**src/rtl/imm_ext_pipe.sv**
```systemverilog
// ----------------------------------------------------------------------------
// imm_ext_pipe
//   Pipelined immediate-extension unit for the decode->execute path.
//   An IN_W-bit immediate is extended to OUT_W bits on entry according to a
//   2-bit mode. It is stored already extended in a 2-entry skid buffer, and a
//   sideband tag travels with it unchanged. Every output is a register.
//
//   Optional feature macro: IMMEXT_SHL2_EN
//     defined   : mode 11 = SIGN result shifted left by 2 (top 2 bits wrap off)
//     undefined : mode 11 decodes as SIGN; the shifter is not built
//
// Parameters
//   IN_W   immediate input width (legal when IN_W+2 <= OUT_W)
//   OUT_W  extended output width
//   TAG_W  sideband tag width
//
// Ports
//   clk        in   1      clock, rising edge
//   rst        in   1      synchronous reset, active-low
//   flush      in   1      synchronous drop of all buffered entries
//   in_valid   in   1      input immediate valid
//   in_ready   out  1      input can be accepted this cycle (registered)
//   in_imm     in   IN_W   raw immediate
//   in_mode    in   2      00 SIGN, 01 ZERO, 10 UPPER, 11 SHL2
//   in_tag     in   TAG_W  sideband tag
//   out_valid  out  1      head entry valid
//   out_ready  in   1      consumer accepts the head entry this cycle
//   out_data   out  OUT_W  extended immediate of the head entry
//   out_tag    out  TAG_W  tag of the head entry
// ----------------------------------------------------------------------------
module imm_ext_pipe #(
    parameter int unsigned IN_W  = 16,
    parameter int unsigned OUT_W = 32,
    parameter int unsigned TAG_W = 5
) (
    input  logic             clk,
    input  logic             rst,
    input  logic             flush,
    input  logic             in_valid,
    output logic             in_ready,
    input  logic [IN_W-1:0]  in_imm,
    input  logic [1:0]       in_mode,
    input  logic [TAG_W-1:0] in_tag,
    output logic             out_valid,
    input  logic             out_ready,
    output logic [OUT_W-1:0] out_data,
    output logic [TAG_W-1:0] out_tag
);

    localparam int unsigned EXT_W = OUT_W - IN_W;

    localparam logic [1:0] MODE_SIGN  = 2'b00;
    localparam logic [1:0] MODE_ZERO  = 2'b01;
    localparam logic [1:0] MODE_UPPER = 2'b10;
    localparam logic [1:0] MODE_SHL2  = 2'b11;

    typedef enum logic [1:0] {
        ST_EMPTY = 2'd0,
        ST_ONE   = 2'd1,
        ST_FULL  = 2'd2
    } state_e;

    typedef struct packed {
        logic [TAG_W-1:0] tag;
        logic [OUT_W-1:0] data;
    } entry_t;

    state_e state_q, state_d;
    entry_t head_q, head_d;
    entry_t tail_q, tail_d;
    logic   in_ready_q;
    logic   out_valid_q;

    logic   in_fire;
    logic   out_fire;
    entry_t new_entry;

    // Extension candidates, all computed from the raw immediate
    logic [OUT_W-1:0] sign_ext;
    logic [OUT_W-1:0] zero_ext;
    logic [OUT_W-1:0] upper_ext;
    logic [OUT_W-1:0] ext_data;

    assign sign_ext  = {{EXT_W{in_imm[IN_W-1]}}, in_imm};
    assign zero_ext  = {{EXT_W{1'b0}}, in_imm};
    assign upper_ext = {in_imm, {EXT_W{1'b0}}};

`ifdef IMMEXT_SHL2_EN
    logic [OUT_W-1:0] shl2_ext;
    // Branch offset: sign-extend then x4, top two bits wrap away
    assign shl2_ext = {sign_ext[OUT_W-3:0], 2'b00};
`endif

    // Mode decode
    always_comb begin
        ext_data = sign_ext;
        case (in_mode)
            MODE_SIGN:  ext_data = sign_ext;
            MODE_ZERO:  ext_data = zero_ext;
            MODE_UPPER: ext_data = upper_ext;
`ifdef IMMEXT_SHL2_EN
            MODE_SHL2:  ext_data = shl2_ext;
`else
            MODE_SHL2:  ext_data = sign_ext;
`endif
            default:    ext_data = sign_ext;
        endcase
    end

    assign new_entry = '{tag: in_tag, data: ext_data};
    assign in_fire   = in_valid & in_ready_q;
    assign out_fire  = out_valid_q & out_ready;

    // Occupancy FSM and entry movement; head is always the entry on the output
    always_comb begin
        state_d = state_q;
        head_d  = head_q;
        tail_d  = tail_q;
        if (flush) begin
            state_d = ST_EMPTY;
        end else begin
            case (state_q)
                ST_EMPTY: begin
                    if (in_fire) begin
                        head_d  = new_entry;
                        state_d = ST_ONE;
                    end
                end
                ST_ONE: begin
                    if (in_fire && !out_fire) begin
                        tail_d  = new_entry;
                        state_d = ST_FULL;
                    end else if (!in_fire && out_fire) begin
                        state_d = ST_EMPTY;
                    end else if (in_fire && out_fire) begin
                        // Head leaves, new entry replaces it directly
                        head_d  = new_entry;
                        state_d = ST_ONE;
                    end
                end
                ST_FULL: begin
                    if (out_fire) begin
                        head_d  = tail_q;
                        state_d = ST_ONE;
                    end
                end
                default: begin
                    state_d = ST_EMPTY;
                end
            endcase
        end
    end

    // State and output registers; handshake flags are precomputed from state_d
    always_ff @(posedge clk) begin
        if (!rst) begin
            state_q     <= ST_EMPTY;
            head_q      <= '0;
            tail_q      <= '0;
            in_ready_q  <= 1'b1;
            out_valid_q <= 1'b0;
        end else begin
            state_q     <= state_d;
            head_q      <= head_d;
            tail_q      <= tail_d;
            in_ready_q  <= (state_d != ST_FULL);
            out_valid_q <= (state_d != ST_EMPTY);
        end
    end

    assign in_ready  = in_ready_q;
    assign out_valid = out_valid_q;
    assign out_data  = head_q.data;
    assign out_tag   = head_q.tag;

endmodule

```
**config.mk**
```make
export PLATFORM = sky130hd
export DESIGN_NAME = imm_ext_pipe
export DESIGN_NICKNAME = d
export VERILOG_FILES = /design/src/rtl/imm_ext_pipe.sv
export SDC_FILE = /design/constraint.sdc
export NUM_CORES = 1
export LEC_CHECK = 0
export BUFFER_PORTS_ARGS = -buffer_cell sky130_fd_sc_hd__buf_2
export CAP_MARGIN = 40
export CELL_PAD_IN_SITES_DETAIL_PLACEMENT = 0
export CELL_PAD_IN_SITES_GLOBAL_PLACEMENT = 1
export CORE_MARGIN = 2
export CORE_UTILIZATION = 44
export CTS_CLUSTER_SIZE = 16
export DETAILED_ROUTE_END_ITERATION = 8
export PLACE_DENSITY_LB_ADDON = 0.1
export SYNTH_ARGS = -nofsm -noshare
export SYNTH_HDL_FRONTEND = slang
export SYNTH_SLANG_ARGS = --single-unit
export TNS_END_PERCENT = 10
```
**constraint.sdc**
```tcl
create_clock -name clk -period 3.9 [get_ports clk]
set_input_delay 0.585 -clock clk [delete_from_list [all_inputs] [get_ports clk]]
set_output_delay 0.585 -clock clk [all_outputs]
set_load 0.02 [all_outputs]
```
# --- After elaboration in Yosys (flattened, before gate mapping) ---
# Cells that the tools add are included.
op_classes:
  n_eq_ne: 11
  mux: 14
  bitwise_logic: 3
  reduce_logical: 12
ops:
  columns: ["cell", "count"]
  rows:
  - ["37-bit two-way mux", 5]
  - ["37-bit case mux with 3 select lines", 1]
  - ["32-bit case mux with 3 select lines", 1]
  - ["2-bit two-way mux", 6]
  - ["2-bit inequality test, second input constant", 6]
  - ["7-bit AND reduction", 1]
  - ["2-bit == test, second input constant", 3]
  - ["2-bit case mux with 3 select lines", 1]
  - ["2-bit by 1-bit == test with 1-bit output, second input constant", 2]
  - ["2-bit logical NOT", 2]
  - ["1-bit logical AND", 3]
  - ["3-bit AND reduction", 1]
  - ["3-bit nonzero test", 1]
  - ["1-bit AND", 2]
  - ["1-bit logical NOT", 2]
  - ["2-bit nonzero test", 1]
  - ["2-bit OR reduction", 1]
  - ["1-bit inverter", 1]
word_totals:
  regBits: 78
  in_bits: 28
  wordCells: 47

# --- Logic depth before layout (Yosys ltp) ---
depth:
  word_depth: 8
  depth_mapped: 9

# --- Least setup slack after synthesis ---
# Ideal clock, no wire load.
synth_path:
  kind: "input-to-reg"
  startpoint: "input port in_mode[0]"
  endpoint: "register head_q, in the netlist out_data[14]"
  arrival_time_ns: 1.915
  required_time_ns: 3.784
  setup_slack_ns: 1.869
  path_stages: 9
  cell_sequence: "inv_1 > ha_1 > buf_2 > or2_2 > clkbuf_1 > clkbuf_1 > nand3_1 > nand3_1 > o211a_1"
synth_between:
  elab_chain_cells: 7
  word_cells_on_any_way: 11
  classes_between: "3 x eq/ne; 6 x mux; 2 x reduce/logical"
synth_rtl:
  columns: ["item", "line_no", "text"]
  rows:
  - ["start: declaration", "42", "input logic [1:0] in_mode,"]
  - ["2-bit == test or 2-bit logical NOT (tied branches)", "97", "case (in_mode)"]
  - ["2-bit OR reduction (no line)", null, null]
  - ["32-bit case mux with 3 select lines (*)", "97", null]
  - ["37-bit two-way mux", "135", "end else if (in_fire && out_fire) begin"]
  - ["37-bit two-way mux", "133", "end else if (!in_fire && out_fire) begin"]
  - ["37-bit two-way mux", "130", "if (in_fire && !out_fire) begin"]
  - ["37-bit case mux with 3 select lines (*)", "122", "case (state_q)"]
  - ["end signal: assignment", "158", "head_q <= '0;"]
  - ["end signal: assignment", "164", "head_q <= head_d;"]
  - ["end: declaration", "69", "entry_t head_q, head_d;"]
# Every way passes the cells marked *; elsewhere a longest branch is shown, timed or not. The select of a mux whose other input is x is not followed.
# A chain may end at the register's enable or synchronous reset.

# --- Worst setup path in the final report ---
layout_path:
  startpoint: "input port in_mode[0]"
  endpoint: "register head_q, in the netlist out_data[10]"
# The elaborated chain is that of the path after synthesis.

==> impl_metrics.toml <==
[floorplan]
start_util_pct = 45.5
row_count = 32
die_x_um = 93.4
die_y_um = 93.4
design.core.area_mm2 = 0.00773
dieArea_mm2 = 0.00872
ios = 67

[logic_synthesis]
syn_area_per_cell_um2 = 8.53
seq_area_frac_synth_pct = 44.4
syn_inst = 412
synth_seq_cells = 78
synth_warnings = 0
async_flop_share_pct = 0
syn-num-nets = 442
ys_types = 29
synth-edff-count = 0
netlist.area_leader.share_pct = 44.4
syn_area_mm2 = 0.00352
yosys.area.top_type = "dfxtp_1"
synth_ff_type = "dfxtp_1"
synth.area.top_cells = "dfxtp_1 (44%), o211a_1 (11%), nand2_1 (8.2%), nand3_1 (7.0%), a21boi_0 (5.3%)"

[timing]
final.setup_skew_ns = 0.00325
fin_crit_sh_pct = 52.7
drv_slew = 0
setup_tns_ns = 0
tightest_slew_ns = 0.796
rsz0062_at_grt = "no"
max_freq_mhz = 487
hold_viol_final = 0
whs_ns = 0.450
post-route-min-period_ns = 2.05
max_slew_margin_pct = 47.0
setup_viol = 0
worst_slack_ns = 1.85

[clock_tree]
cts.sink_count = 78
clk-insertion-delay-late_ns = 0.34
cts_tree = "done"
post-cts-setup-buffer-count = 0
cts_root_buf = "clkbuf_8"
path_clk_slew_ns = 0.08
hold_buffers = 0
h-tree-depth = 3
ctsLongestPathBuffers = 2
post_cts_resized = 0
cts_buffers = 9

[cells_and_area]
stdcell_count = 562
area_delta_synth_final_pct = 17.3
antenna-diode-count = 0
fin_util_pct = 53.4
fin_nets = 485
fin_area_mm2 = 0.00412
drive_gt1_share_pct = 20.2

[grt]
grt_pass1_wl_um = 14400
antenna_found_initial = 0
grt_max_degree = 75
grt_usage_pct = 20.8
grt-ovfl-total = 0
first_global_vias = 2843

[placed_design]
numPortBuffers = 66
placed_area_mm2 = 0.00391
dp_hpwl_um = 5540
dp_slack_ns = 1.48
place_inst = 546
gp_congestion = 0.807

[power]
p_leak_nw = 1.93
finalPower_mw = 1.74
powerDensity_mw_per_mm2 = 422
vdd_drop_max_uv = 314

[worst_setup_path]
required_ns = 4.14
rr_endpoint = "out_tag[1]$_SDFFE_PN0P_"
rrSetupSlack_ns = 1.86
endpoint = "out_data[10]$_SDFFE_PN0P_"
crit_path_start = "in_mode[0]"
r2r-start = "out_valid$_SDFF_PN0_"
arrival_ns = 2.30
rr_worst_depth = 5
worstSetupPathType = "input port to flop"
worst_setup_path_end_kind = "flop"
path_max_fanout = 32
critPathLaunchType = "input port"

[routing]
dr.first_iter.drc_count = 177
dr.pass1.iters = 5
post-route-drc-count = 0
routed_via_density = 5.48
drt_wl_total_um = 8720
wl_per_cell_um = 15.5
final_antenna_net_count = 0
vias = 3080

[min_path]
hp-start = "tail_q[19]$_SDFFE_PN0P_"
hp-class = "flop to flop"

[outcome]
outcome = "finished, final reports clean"

[flow_run]
maxCapViolCount = 0
## per-layer routing
| metal | vias to the layer above | GRT usage [%] | routed length (µm) |
|---|---|---|---|
| met5 | - | 0 | 0 |
| met4 | 0 | 6.99 | 104 |
| met3 | 9 | 4.11 | 382 |
| met2 | 83 | 31.9 | 3850 |
| met1 | 1439 | 29.4 | 4380 |
| li1 | 1549 | - | - |
## critical path: stages
cell	delay (ns)
buf_2	0.09
inv_1	0.04
ha_1	0.49
or2_2	0.62
nand3_1	0.17
nand3_1	0.10
o211a_1	0.18
## cell families after synthesis
kind of cell	Yosys count	share of synthesized area, %
AOI/OAI and AO/OA	120	27.7
adders and majority gates	2	0.712
buffers and inverters	47	5.87
DFF	78	44.4
and+or+nand+nor	165	21.3
## power by group
group | internal (mW) | leakage (nW) | total [mW] | switching, mW
Clock | 0.360 | 0.106 | 0.657 | 0.297
Combinational | 0.0890 | 1.19 | 0.239 | 0.150
Sequential | 0.829 | 0.635 | 0.845 | 0.0163
## final cells by class
type                    count  area [µm²]
repair buffers             75         438
well taps                 102         128
fillers                   745        3600
multi-input cells         287        1770
inverters                   4        15.0
clock buffers              10         128
clock inverters             6        86.3
flip-flops and latches     78        1560
## flip-flops by register name, indices dropped and copies added, names as in the netlist
name	cells
in_ready	1
out_data	32
out_tag	5
out_valid	1
state_q	2
tail_q	37
## Yosys cell counts, types with 2 or more instances
cell,number
o211ai_1,15
ha_1,2
inv_1,4
clkbuf_1,29
a21boi_1,13
nand3_1,49
buf_6,2
nand2b_1,2
o211a_1,37
nand2_1,77
a21oi_1,5
o21ai_0,5
a21boi_0,25
buf_2,11
dfxtp_1,78
a22oi_1,15
nor2_1,16
or3_1,15
o2111ai_1,2
## layout by cell type (no fill, tap or decap)
| master | n |
|---|---|
| nand2_1 | 77 |
| a21bo_1 | 1 |
| o2111ai_1 | 2 |
| buf_16 | 1 |
| nand2b_1 | 2 |
| o21bai_1 | 1 |
| clkinv_4 | 1 |
| o211ai_1 | 15 |
| o211a_1 | 37 |
| clkinv_2 | 2 |
| dfxtp_1 | 78 |
| buf_8 | 1 |
| a21oi_1 | 5 |
| nor3b_1 | 1 |
| buf_2 | 66 |
| o21ai_0 | 5 |
| clkinvlp_4 | 1 |
| or3_1 | 15 |
| clkbuf_1 | 1 |
| nor2_1 | 16 |
| bufinv_16 | 2 |
| ha_1 | 2 |
| buf_12 | 1 |
| and2b_1 | 1 |
| or2_1 | 1 |
| a22oi_1 | 15 |
| or3b_2 | 1 |
| nand4bb_1 | 1 |
| o32ai_4 | 1 |
| buf_4 | 6 |
| or2_2 | 1 |
| nand3_1 | 49 |
| a21boi_0 | 25 |
| clkbuf_8 | 9 |
| a21boi_1 | 13 |
| inv_1 | 4 |
## worst min-delay path by stage
| stage | to | slack [ns] | cells after the start |
|---|---|---|---|
| 2_1_floorplan | tail_q[17]$_SDFFE_PN0P_ | 0.43 | 2 |
| 3_3_place_gp | tail_q[30]$_SDFFE_PN0P_ | 0.44 | 2 |
| 3_5_place_dp | tail_q[17]$_SDFFE_PN0P_ | 0.44 | 2 |
| 4_1_cts | tail_q[19]$_SDFFE_PN0P_ | 0.45 | 2 |
| 5_1_grt | tail_q[27]$_SDFFE_PN0P_ | 0.47 | 2 |
| 6_report | tail_q[19]$_SDFFE_PN0P_ | 0.45 | 2 |
Power figures use the tool's default switching activity.
